File: config.mk
export PLATFORM = sky130hd
export DESIGN_NAME = dram_master_flat
export DESIGN_NICKNAME = d
export VERILOG_FILES = /design/src/rtl/dram_master_if.sv /design/src/rtl/dram_master.sv /design/src/flat_wrapper.sv
export SDC_FILE = /design/constraint.sdc
export NUM_CORES = 1
export LEC_CHECK = 0
export CAP_MARGIN = 20
export CORE_ASPECT_RATIO = 0.6
export CORE_MARGIN = 10
export CORE_UTILIZATION = 43
export DETAILED_ROUTE_END_ITERATION = 6
export GPL_TIMING_DRIVEN = 1
export PLACE_DENSITY_LB_ADDON = 0.15
export SLEW_MARGIN = 40
export SYNTH_ARGS = -nofsm -noshare
export SYNTH_HDL_FRONTEND = slang
export SYNTH_SLANG_ARGS = --single-unit
File: constraint.sdc
create_clock -name clk -period 6.4 [get_ports clk]
set_input_delay 1.6 -clock clk [delete_from_list [all_inputs] [get_ports clk]]
set_output_delay 1.6 -clock clk [all_outputs]
set_load 0.05 [all_outputs]
File: src/rtl/dram_master_if.sv
// Signal bundle for dram_master: command channel, store/load streams and the data-RAM port.
interface dram_master_if #(
  parameter int unsigned AW = 11,
  parameter int unsigned DW = 64
);
  logic          cmd_valid;
  logic          cmd_ready;
  logic          cmd_we;
  logic [AW-1:0] cmd_addr;
  logic [4:0]    cmd_len;
  logic          cmd_err;
  logic          wr_valid;
  logic          wr_ready;
  logic [DW-1:0] wr_data;
  logic          rd_valid;
  logic          rd_ready;
  logic [DW-1:0] rd_data;
  logic          rd_last;
  logic          busy;
  logic          ram_ena;
  logic          ram_rea;
  logic          ram_wea;
  logic [AW-1:0] ram_addra;
  logic [DW-1:0] ram_dia;
  logic [DW-1:0] ram_doa;

  // Controller side: takes commands, initiates RAM accesses.
  modport slave (
    input  cmd_valid, cmd_we, cmd_addr, cmd_len, wr_valid, wr_data, rd_ready, ram_doa,
    output cmd_ready, cmd_err, wr_ready, rd_valid, rd_data, rd_last, busy,
    output ram_ena, ram_rea, ram_wea, ram_addra, ram_dia
  );

  // Host side: issues commands and streams, and stands in for the RAM.
  modport master (
    output cmd_valid, cmd_we, cmd_addr, cmd_len, wr_valid, wr_data, rd_ready, ram_doa,
    input  cmd_ready, cmd_err, wr_ready, rd_valid, rd_data, rd_last, busy,
    input  ram_ena, ram_rea, ram_wea, ram_addra, ram_dia
  );
endinterface

File: src/rtl/dram_master.sv
// Burst load/store controller for the 64-bit data RAM port; hides the RAM's one-cycle read
// latency behind a 2-entry credit-managed output FIFO.
module dram_master #(
  parameter int unsigned DEPTH = 16,
  parameter int unsigned AW    = 11,
  parameter int unsigned DW    = 64
) (
  input  logic         clk,
  input  logic         reset,
  dram_master_if.slave bus
);
  localparam int unsigned LW = 5;
  localparam int unsigned CW = 2;

  typedef enum logic [1:0] {IDLE, WRITE, READ, DRAIN} state_t;

  state_t        state_q, state_d;
  logic [AW-1:0] addr_q, addr_d;
  logic [LW-1:0] remain_q, remain_d;
  logic          err_q, err_d;
  logic          inflight_q, inflight_last_q;
  logic [DW-1:0] fifo_data_q [2];
  logic          fifo_last_q [2];
  logic          wptr_q, rptr_q;
  logic [CW-1:0] cnt_q;

  logic [AW:0]   end_addr;
  logic          cmd_bad;
  logic          pop;
  logic          credit;
  logic          last_word;
  logic          issue;
  logic          wbeat;

  // Range check one bit wider than the address so addr+len cannot wrap.
  assign end_addr  = {1'b0, bus.cmd_addr} + (AW+1)'(bus.cmd_len);
  assign cmd_bad   = (bus.cmd_len == '0) || (end_addr > (AW+1)'(DEPTH));
  assign pop       = (cnt_q != '0) && bus.rd_ready;
  assign credit    = ({1'b0, cnt_q} + (CW+1)'(inflight_q)) < ((CW+1)'(2) + (CW+1)'(pop));
  assign last_word = (remain_q == LW'(1));

  always_comb begin
    state_d  = state_q;
    addr_d   = addr_q;
    remain_d = remain_q;
    err_d    = 1'b0;
    issue    = 1'b0;
    wbeat    = 1'b0;
    case (state_q)
      IDLE: begin
        if (bus.cmd_valid) begin
          if (cmd_bad) begin
            err_d = 1'b1;
          end else begin
            addr_d   = bus.cmd_addr;
            remain_d = bus.cmd_len;
            state_d  = bus.cmd_we ? WRITE : READ;
          end
        end
      end
      WRITE: begin
        if (bus.wr_valid) begin
          wbeat    = 1'b1;
          addr_d   = addr_q + AW'(1);
          remain_d = remain_q - LW'(1);
          if (last_word) state_d = IDLE;
        end
      end
      READ: begin
        if ((remain_q != '0) && credit) begin
          issue    = 1'b1;
          addr_d   = addr_q + AW'(1);
          remain_d = remain_q - LW'(1);
          if (last_word) state_d = DRAIN;
        end
      end
      DRAIN: begin
        if (!inflight_q && (cnt_q == '0)) state_d = IDLE;
      end
      default: state_d = IDLE;
    endcase
  end

  always_ff @(posedge clk or posedge reset) begin
    if (reset) begin
      state_q         <= IDLE;
      addr_q          <= '0;
      remain_q        <= '0;
      err_q           <= 1'b0;
      inflight_q      <= 1'b0;
      inflight_last_q <= 1'b0;
    end else begin
      state_q         <= state_d;
      addr_q          <= addr_d;
      remain_q        <= remain_d;
      err_q           <= err_d;
      inflight_q      <= issue;
      inflight_last_q <= issue && last_word;
    end
  end

  // Output FIFO: RAM data lands one cycle after its issue, tagged with the burst-last flag.
  always_ff @(posedge clk or posedge reset) begin
    if (reset) begin
      fifo_data_q[0] <= '0;
      fifo_data_q[1] <= '0;
      fifo_last_q[0] <= 1'b0;
      fifo_last_q[1] <= 1'b0;
      wptr_q         <= 1'b0;
      rptr_q         <= 1'b0;
      cnt_q          <= '0;
    end else begin
      if (inflight_q) begin
        fifo_data_q[wptr_q] <= bus.ram_doa;
        fifo_last_q[wptr_q] <= inflight_last_q;
        wptr_q              <= ~wptr_q;
      end
      if (pop) rptr_q <= ~rptr_q;
      cnt_q <= cnt_q + CW'(inflight_q) - CW'(pop);
    end
  end

  assign bus.cmd_ready = (state_q == IDLE);
  assign bus.cmd_err   = err_q;
  assign bus.wr_ready  = (state_q == WRITE);
  assign bus.busy      = (state_q != IDLE);
  assign bus.rd_valid  = (cnt_q != '0);
  assign bus.rd_data   = fifo_data_q[rptr_q];
  assign bus.rd_last   = (cnt_q != '0) && fifo_last_q[rptr_q];

  // Strobes follow the beat/issue in the same cycle; address and data are zeroed when idle.
  assign bus.ram_ena   = wbeat || issue;
  assign bus.ram_wea   = wbeat;
  assign bus.ram_rea   = issue;
  assign bus.ram_addra = (wbeat || issue) ? addr_q : '0;
  assign bus.ram_dia   = wbeat ? bus.wr_data : '0;
endmodule
File: src/flat_wrapper.sv
// flat-port wrapper written by rule: the top's interface ports become plain ports
module dram_master_flat 
#(
  parameter int unsigned DEPTH = 16,
  parameter int unsigned AW    = 11,
  parameter int unsigned DW    = 64
)
  (clk, reset, bus_cmd_valid, bus_cmd_we, bus_cmd_addr, bus_cmd_len, bus_wr_valid, bus_wr_data, bus_rd_ready, bus_ram_doa, bus_cmd_ready, bus_cmd_err, bus_wr_ready, bus_rd_valid, bus_rd_data, bus_rd_last, bus_busy, bus_ram_ena, bus_ram_rea, bus_ram_wea, bus_ram_addra, bus_ram_dia);
  dram_master_if #(.AW(AW), .DW(DW)) bus_i ();
  input  logic clk;
  input  logic reset;
  input wire logic [$bits(bus_i.cmd_valid)-1:0] bus_cmd_valid;
  input wire logic [$bits(bus_i.cmd_we)-1:0] bus_cmd_we;
  input wire logic [$bits(bus_i.cmd_addr)-1:0] bus_cmd_addr;
  input wire logic [$bits(bus_i.cmd_len)-1:0] bus_cmd_len;
  input wire logic [$bits(bus_i.wr_valid)-1:0] bus_wr_valid;
  input wire logic [$bits(bus_i.wr_data)-1:0] bus_wr_data;
  input wire logic [$bits(bus_i.rd_ready)-1:0] bus_rd_ready;
  input wire logic [$bits(bus_i.ram_doa)-1:0] bus_ram_doa;
  output wire logic [$bits(bus_i.cmd_ready)-1:0] bus_cmd_ready;
  output wire logic [$bits(bus_i.cmd_err)-1:0] bus_cmd_err;
  output wire logic [$bits(bus_i.wr_ready)-1:0] bus_wr_ready;
  output wire logic [$bits(bus_i.rd_valid)-1:0] bus_rd_valid;
  output wire logic [$bits(bus_i.rd_data)-1:0] bus_rd_data;
  output wire logic [$bits(bus_i.rd_last)-1:0] bus_rd_last;
  output wire logic [$bits(bus_i.busy)-1:0] bus_busy;
  output wire logic [$bits(bus_i.ram_ena)-1:0] bus_ram_ena;
  output wire logic [$bits(bus_i.ram_rea)-1:0] bus_ram_rea;
  output wire logic [$bits(bus_i.ram_wea)-1:0] bus_ram_wea;
  output wire logic [$bits(bus_i.ram_addra)-1:0] bus_ram_addra;
  output wire logic [$bits(bus_i.ram_dia)-1:0] bus_ram_dia;
  assign bus_i.cmd_valid = bus_cmd_valid;
  assign bus_i.cmd_we = bus_cmd_we;
  assign bus_i.cmd_addr = bus_cmd_addr;
  assign bus_i.cmd_len = bus_cmd_len;
  assign bus_i.wr_valid = bus_wr_valid;
  assign bus_i.wr_data = bus_wr_data;
  assign bus_i.rd_ready = bus_rd_ready;
  assign bus_i.ram_doa = bus_ram_doa;
  assign bus_cmd_ready = bus_i.cmd_ready;
  assign bus_cmd_err = bus_i.cmd_err;
  assign bus_wr_ready = bus_i.wr_ready;
  assign bus_rd_valid = bus_i.rd_valid;
  assign bus_rd_data = bus_i.rd_data;
  assign bus_rd_last = bus_i.rd_last;
  assign bus_busy = bus_i.busy;
  assign bus_ram_ena = bus_i.ram_ena;
  assign bus_ram_rea = bus_i.ram_rea;
  assign bus_ram_wea = bus_i.ram_wea;
  assign bus_ram_addra = bus_i.ram_addra;
  assign bus_ram_dia = bus_i.ram_dia;
  dram_master #(.DEPTH(DEPTH), .AW(AW), .DW(DW)) u_core (.clk(clk), .reset(reset), .bus(bus_i));
endmodule
==> results of run 1 <==
## layout by cell type, fill, tap and decap left out, drive strengths merged, types with 3 or more instances in the layout
| master | n |
|---|---|
| a21o | 3 |
| a21oi | 15 |
| a31oi | 5 |
| and3 | 70 |
| buf | 18 |
| bufinv | 4 |
| clkbuf | 20 |
| clkdlybuf4s50 | 288 |
| clkinv | 5 |
| clkinvlp | 4 |
| dfrtp | 155 |
| ha | 17 |
| inv | 21 |
| mux2 | 194 |
| mux2i | 6 |
| nand2 | 17 |
| nand3 | 14 |
| nor2 | 21 |
| nor2b | 13 |
| nor3 | 3 |
| nor4b | 4 |
| o21ai | 16 |
| o22a | 14 |
| xnor2 | 4 |
## layer usage
metal  vias to the layer above  share of wire  global-route usage
met4                         0          0.011              0.0510
met3                        18          0.077              0.0718
met1                      3152           0.41               0.232
met5                         -              0                   0
met2                       184           0.50               0.330
li1                       2956              -                   -
## power by group through the flow
stage | Sequential [W] | Clock [W] | Combinational, W
global route | 0.00189 | 0.00114 | 0.00475
floorplan | 0.00169 | 0 | 0.00334
global placement | 0.00179 | 0 | 0.00443
finish | 0.00182 | 0.00106 | 0.00448
detailed placement | 0.00184 | 0 | 0.00450
CTS | 0.00183 | 0.00109 | 0.00453
## Yosys cell counts (3+ instances only)
cell      number
o22a_1        14
mux2i_1        6
nand2_1       17
mux2_2       194
dfrtp_1      155
clkbuf_1      38
inv_1         22
nor4b_1        3
nor2b_1       13
a21o_1         3
and3_1        70
a21oi_1       13
a31oi_1        5
nand3_1       14
nor2_1        21
ha_1          17
xnor2_1        4
o21ai_0       14
buf_6          3
## state kept, by name, indices dropped and copies added, names as in the netlist
name and count:
u_core.cnt_q 2, u_core.inflight_q 1, u_core.fifo_data_q 128, u_core.addr_q 11
u_core.inflight_last_q 1, u_core.fifo_last_q 2, u_core.remain_q 5, u_core.wptr_q 1
u_core.rptr_q 1, u_core.state_q 2, u_core.bus.cmd_err 1
## worst reg2reg max path: stages (launching register included)
cell     delay [ps]
dfrtp_1         420
inv_1            80
ha_1            170
nor4b_1         560
o21ai_0         160
nand3_1         140
nor2_1           50
o21ba_1         710
buf_4           320
a21oi_1          60
o22a_1          200
## per-stage QoR
step	power [W]	utilization	worst slack, ps
finish	0.00737	0.647	800
global route	0.00778	0.647	624
CTS	0.00745	0.647	786
detailed placement	0.00634	0.613	795
global placement	0.00622	0.612	875
floorplan	0.00503	-	622
## cells by family after synthesis
family | after synthesis | share of synthesized area
xor gates and xnor gates | 6 | 0.00655
muxes | 200 | 0.280
and+or+nand+nor | 154 | 0.109
DFF | 155 | 0.484
AOI/OAI and AO/OA | 66 | 0.0555
buffers and inverters | 67 | 0.0365
adders and majority gates | 18 | 0.0290
## final cells by class
type	count	area, µm²
multi-input combinational	444	3860
clock buffer	20	457
inverter	22	95.1
timing repair buffer	306	3030
clock inverter	12	170
sequential	155	3880
fill	1403	6420
tap	240	300
## worst max-delay path by stage
stage          cells past startpoint                end  slack (ps)    startpoint
6_report                          11  bus_ram_addra[10]         800  bus_rd_ready
5_1_grt                           11   bus_ram_addra[1]         620  bus_rd_ready
4_1_cts                           11   bus_ram_addra[1]         790  bus_rd_ready
3_5_place_dp                      11  bus_ram_addra[10]         800  bus_rd_ready
3_3_place_gp                      11   bus_ram_addra[1]         870  bus_rd_ready
2_1_floorplan                      1   u_core.addr_q[0]         620         reset
==> qor.csv, run 1 <==
stage;metric;value;unit
timing;achievable frequency;0.179;GHz
detailed_routing;Via density;5.26;
clock_network;Inserted Clock Buffers;17;
timing;Setup Total Neg Slack;0;ps
global_route;grt ovf;0;
clock_network;CTS HTree Levels;4;
finish;antenna fix cells;0;
timing;Final Skew;5.06;ps
synthesis;number of synthesized flops with an enable pin;0;
detailed_routing;drt wl/cell;20.6;µm
finish;Post-Layout Inst Area;11800;µm²
power_and_ir_drop;Leakage;5.07;nW
hold_path;HP Start;u_core.fifo_data_q[57];
hold_path;Hold Path Depth;1;
run;Max Cap Viol;0;
synthesis;cell accounting for the most synthesized area;dfrtp_1;
synthesis;synth top area cells;dfrtp_1 48%, mux2_2 27%, and3_1 5.5%;
clock_network;worst skew pair latency;420;ps
run_status;status;finished clean;
floorplan;Die Span Y;126;µm
power_and_ir_drop;Clock power frac;0.144;
synthesis;YS warnings;0;
critical_path;Reg-to-Reg End;u_core.remain_q[3];
power_and_ir_drop;total internal power;0.00397;W
finish;net count reported at finish;1114;
clock_network;Clk pin slew, worst setup/hold paths;60;ps
power_and_ir_drop;switch share;0.461;
finish;Final Non-Filler Cells;1199;
synthesis;synthesis-stage register bit count;155;
critical_path;CP Capture Type;primary output;
placement;Port Buf Inserts;297;
critical_path;Register-to-Register Path Depth;10;
hold_path;Worst Hold Class;flip-flop to flip-flop;
synthesis;Synth cell types;49;
timing;Tmin final;5600;ps
critical_path;CP max-delay cell;clkdlybuf4s50_1;
power_and_ir_drop;Logic pwr share;0.609;
floorplan;starting density of the core;0.440;
critical_path;WP buf/inv;5;
critical_path;Reg2Reg Launch Point;u_core.remain_q[0];
clock_network;CTS Hold Bufs;0;
placement;Post-DP HPWL;18500;µm
critical_path;critical-path cell list;clkdlybuf4s50_1, o21ai_0, o21ai_0, nand2_1, inv_1, nand2_1, inv_1, nor2_1, buf_4, nor2b_1, clkdlybuf4s50_1;
timing;Final Hold Vio Count;0;
critical_path;cell family with most CP delay;buffers and inverters;
floorplan;core area;18200;µm²
placement;Final Wtd Congestion;0.872;
synthesis;ys flop type;dfrtp_1;
critical_path;Worst R2R Setup Slack;3400;ps
finish;proportion of layout cells with a drive suffix above 1;0.263;
synthesis;asr flop ratio synth;1.00;
critical_path;kind of critical path;input pin to primary output;
detailed_routing;Vias;6310;
floorplan;I/O Pins;298;
timing;Fin Hold WS;499;ps
synthesis;register area share after synthesis;0.484;
clock_network;PostCTS Resize Cnt;0;
global_route;first-pass GRT wire length;38800;µm
critical_path;CP peak stage delay;810;ps
global_route;initial antenna violation count;0;
clock_network;clock root buffer;clkbuf_16;
detailed_routing;final wirelength;24700;µm
floorplan;DIE AREA;24700;µm²
detailed_routing;DRT iter0 DRCs;298;
clock_network;Setup Fix Bufs, Post-CTS;0;
synthesis;synthesized area;8020;µm²
timing;Worst Tran Pin Value;758;ps
finish;Area Overhead vs Synth;47.0;%
power_and_ir_drop;Peak VDD IR;0.000446;V
global_route;all-layer global routing usage;0.196;
power_and_ir_drop;Power Density;625;nW/µm²
detailed_routing;antenna viol nets, final;0;
critical_path;crit start category;input pin;
timing;final setup fails;0;
critical_path;CP required;4800;ps
placement;cell area after placement;11200;µm²
global_route;vias in the first global route;6855;
timing;Slew HR;0.495;
synthesis;Synth top area share;0.484;
floorplan;Die W;196;µm
critical_path;CP Max Fanout;12;
clock_network;clock buffer depth;2;
critical_path;Arrival @ worst endpoint;4000;ps
detailed_routing;DRC Markers;0;
power_and_ir_drop;Sequential Power Share;0.247;
detailed_routing;first drt pass iteration count;4;
hold_path;worst hold path endpoint;u_core.fifo_data_q[57];
power_and_ir_drop;P_sw;0.00339;W
global_route;pin count of the biggest net entering global routing;120;
placement;Placed Cells;1167;
clock_network;CTS tree;built;
synthesis;Mean Syn Cell Area;12.0;µm²
timing;fin crit share;0.875;
floorplan;row cnt;38;
clock_network;CTS sink count;155;
timing;RSZ-0062 raised after global routing;no;
synthesis;Post-Syn Instances;666;
timing;Slew Limit Fails;0;
synthesis;syn_nets;834;
Power figures use the tool's default switching activity.
==> inputs of run 2 (changes only) <==
--- a/config.mk
+++ b/config.mk
@@ -5,6 +5,7 @@
 export SDC_FILE = /design/constraint.sdc
 export NUM_CORES = 1
 export LEC_CHECK = 0
+export ABC_AREA = 1
 export CAP_MARGIN = 20
 export CORE_ASPECT_RATIO = 0.6
 export CORE_MARGIN = 10
==> constraint.sdc (replaced) <==
create_clock -name clk -period 6.7 [get_ports clk]
set_input_delay 1.675 -clock clk [delete_from_list [all_inputs] [get_ports clk]]
set_output_delay 1.675 -clock clk [all_outputs]
set_load 0.05 [all_outputs]
==> run 2 against run 1 <==
  * Worst hold slack lost 16 ps
  * Critical path depth shrank 1
  * Die area grew 4.2%
  * Wire length grew 14%
  * Via count grew 31%
  * Critical path type unchanged
  * Clock skew grew 7.0 ps
  * Flip-flop and latch count is the same
  * Largest power group unchanged
==> qor.csv, run 2 <==
stage;metric;value;unit
run_status;status;finished clean;
detailed_routing;Via density;4.77;
timing;achievable frequency;0.175;GHz
critical_path;Reg2Reg Launch Point;u_core.inflight_q;
detailed_routing;first drt pass iteration count;6;
timing;final setup fails;0;
finish;Post-Layout Inst Area;12100;µm²
synthesis;most frequent cell after synthesis;nand2_1;
clock_network;clock buffer depth;2;
clock_network;Inserted Clock Buffers;17;
clock_network;clock root buffer;clkbuf_16;
placement;Placed Cells;1703;
synthesis;synthesis-stage register bit count;155;
floorplan;Die W;201;µm
floorplan;DIE AREA;25700;µm²
finish;max reg flops;128;
detailed_routing;antenna viol nets, final;0;
timing;Setup Total Neg Slack;0;ps
synthesis;Post-synth top cells;445 x nand2_1, 183 x inv_1, 155 x dfrtp_1;
floorplan;starting density of the core;0.440;
timing;Final Skew;12.1;ps
global_route;first-pass GRT wire length;44400;µm
clock_network;CTS sink count;155;
global_route;grt ovf;0;
placement;Port Buf Inserts;297;
finish;total area of sequential cells;3880;µm²
critical_path;CP Capture Type;primary output;
detailed_routing;met3 WL;2930;µm
finish;Fillers;1718;
run;Max Cap Viol;0;
synthesis;Synth cell types;30;
critical_path;Worst R2R Setup Slack;4100;ps
detailed_routing;DRC Markers;0;
clock_network;Clk pin slew, worst setup/hold paths;70;ps
synthesis;synthesized area;8410;µm²
clock_network;PostCTS Resize Cnt;0;
clock_network;worst skew pair latency;420;ps
critical_path;crit start category;input pin;
placement;Post-DP HPWL;20700;µm
critical_path;Reg-to-Reg End;u_core.addr_q[4];
critical_path;CP most frequent cell;nand2_1;
critical_path;Register-to-Register Path Depth;10;
detailed_routing;drt wl/cell;16.3;µm
timing;Tmin final;5700;ps
finish;area occupied by multi-input gates;3600;µm²
power_and_ir_drop;overall power;0.00665;W
synthesis;register area share after synthesis;0.461;
critical_path;CP required;5030;ps
timing;Slew HR;0.475;
timing;RSZ-0062 raised after global routing;no;
synthesis;Synth top area share;0.461;
detailed_routing;Vias;8289;
clock_network;CTS HTree Levels;4;
clock_network;Setup Fix Bufs, Post-CTS;0;
critical_path;CP peak stage delay;820;ps
critical_path;critical-path cell list;clkdlybuf4s50_1, nand2_1, o21ai_0, inv_1, nor3_2, nand2_1, nand2_1, inv_1, nor2_1, clkdlybuf4s50_1;
clock_network;CTS tree;built;
critical_path;Arrival @ worst endpoint;4030;ps
timing;Worst Tran Pin Value;787;ps
floorplan;Die Span Y;128;µm
finish;proportion of layout cells with a drive suffix above 1;0.0422;
power_and_ir_drop;Peak VDD IR;0.000318;V
critical_path;CP max-delay cell;clkdlybuf4s50_1;
synthesis;YS warnings;0;
finish;Largest Register;u_core.fifo_data_q;
global_route;all-layer global routing usage;0.215;
finish;net count reported at finish;1625;
placement;cell area after placement;11500;µm²
finish;Area Overhead vs Synth;44.2;%
synthesis;ys flop type;dfrtp_1;
synthesis;Mean Syn Cell Area;7.04;µm²
global_route;pin count of the biggest net entering global routing;109;
placement;Final Wtd Congestion;0.930;
detailed_routing;final wirelength;28200;µm
global_route;vias in the first global route;7949;
synthesis;asr flop ratio synth;1.00;
floorplan;I/O Pins;298;
detailed_routing;met2 wire length;12600;µm
timing;fin crit share;0.851;
finish;largest registers;u_core.fifo_data_q x128, u_core.addr_q x11, u_core.remain_q x5;
finish;commonest non-fill, non-tap cells in the layout;443 x nand2_1, 297 x clkdlybuf4s50_1, 181 x inv_1;
critical_path;kind of critical path;input pin to primary output;
power_and_ir_drop;Leakage;6.29;nW
synthesis;synth top area cells;dfrtp_1 46%, nand2_1 20%, o21ai_0 8.8%;
hold_path;Worst Hold Class;flip-flop to flip-flop;
finish;most common cell after layout, fill and taps aside;nand2_1;
detailed_routing;DRT iter0 DRCs;754;
detailed_routing;wire length on met1;12300;µm
floorplan;row cnt;39;
power_and_ir_drop;Power Density;549;nW/µm²
critical_path;CP Max Fanout;11;
detailed_routing;Max Used Layer;met4;
finish;Final Non-Filler Cells;1736;
hold_path;Hold Path Depth;2;
hold_path;HP Start;u_core.fifo_data_q[31];
synthesis;syn_nets;1362;
synthesis;cell accounting for the most synthesized area;dfrtp_1;
synthesis;Post-Syn Instances;1194;
clock_network;CTS Hold Bufs;0;
global_route;initial antenna violation count;1;
timing;Final Hold Vio Count;0;
synthesis;number of synthesized flops with an enable pin;0;
timing;Slew Limit Fails;0;
floorplan;core area;19100;µm²
hold_path;worst hold path endpoint;u_core.fifo_data_q[31];
finish;Post-Route Utilization;0.634;
## run 2: worst max-delay path by stage
stage / slack (ps) / startpoint / cells past startpoint / endpoint
finish: 1000 / bus_rd_ready / 10 / bus_ram_addra[9]
global route: 880 / bus_rd_ready / 10 / bus_ram_addra[9]
CTS: 1000 / bus_rd_ready / 10 / bus_ram_addra[9]
detailed placement: 1020 / bus_rd_ready / 10 / bus_ram_addra[9]
global placement: 1070 / bus_rd_ready / 10 / bus_ram_addra[9]
floorplan: 850 / reset / 1 / u_core.addr_q[0]
## run 2: cell families (layout without fill, tap and decap cells)
group	after synthesis	after routing	share of synthesized area
flip-flops	155	155	0.461
other	0	1	0
AO/OA/AOI/OAI	154	154	0.0924
adder cells (fa/ha/maj)	18	18	0.0277
XOR/XNOR	9	9	0.00938
buffers and inverters	245	520	0.113
AND/OR/NAND/NOR	613	613	0.296
## run 2: layout make-up
| type | instances | share of cell area |
|---|---|---|
| Tap cell | 266 | 0.0275 |
| Clock buffer | 17 | 0.0351 |
| Multi-Input combinational cell | 794 | 0.297 |
| Timing Repair Buffer | 304 | 0.252 |
| Antenna cell | 1 | 0.000206 |
| Inverter | 185 | 0.0579 |
| Sequential cell | 155 | 0.320 |
| Clock inverter | 14 | 0.0106 |
## run 2: metal layers
metal / up-vias / global-route usage
li1: 4158 / -
met1: 3779 / 0.278
met2: 331 / 0.329
met3: 21 / 0.0815
met4: 0 / 0.0647
met5: - / 0
## run 2: through the flow
step           hold slack [ps]  setup WS, ps
3_5_place_dp               471          1020
5_1_grt                    501           879
2_1_floorplan              442           847
6_report                   483           999
3_3_place_gp               461          1070
4_1_cts                    486          1000
## run 2: power by group
| part | internal (W) | total, W | switching [W] |
|---|---|---|---|
| clock | 0.000487 | 0.000908 | 0.000421 |
| combinational | 0.00127 | 0.00405 | 0.00279 |
| sequential | 0.00141 | 0.00169 | 0.000279 |
## run 2: worst max-delay path: cells and delay by family
family	cells	cell delay (ps)
buf+inv	4	1500
simple gates	5	650
compound gates	1	190
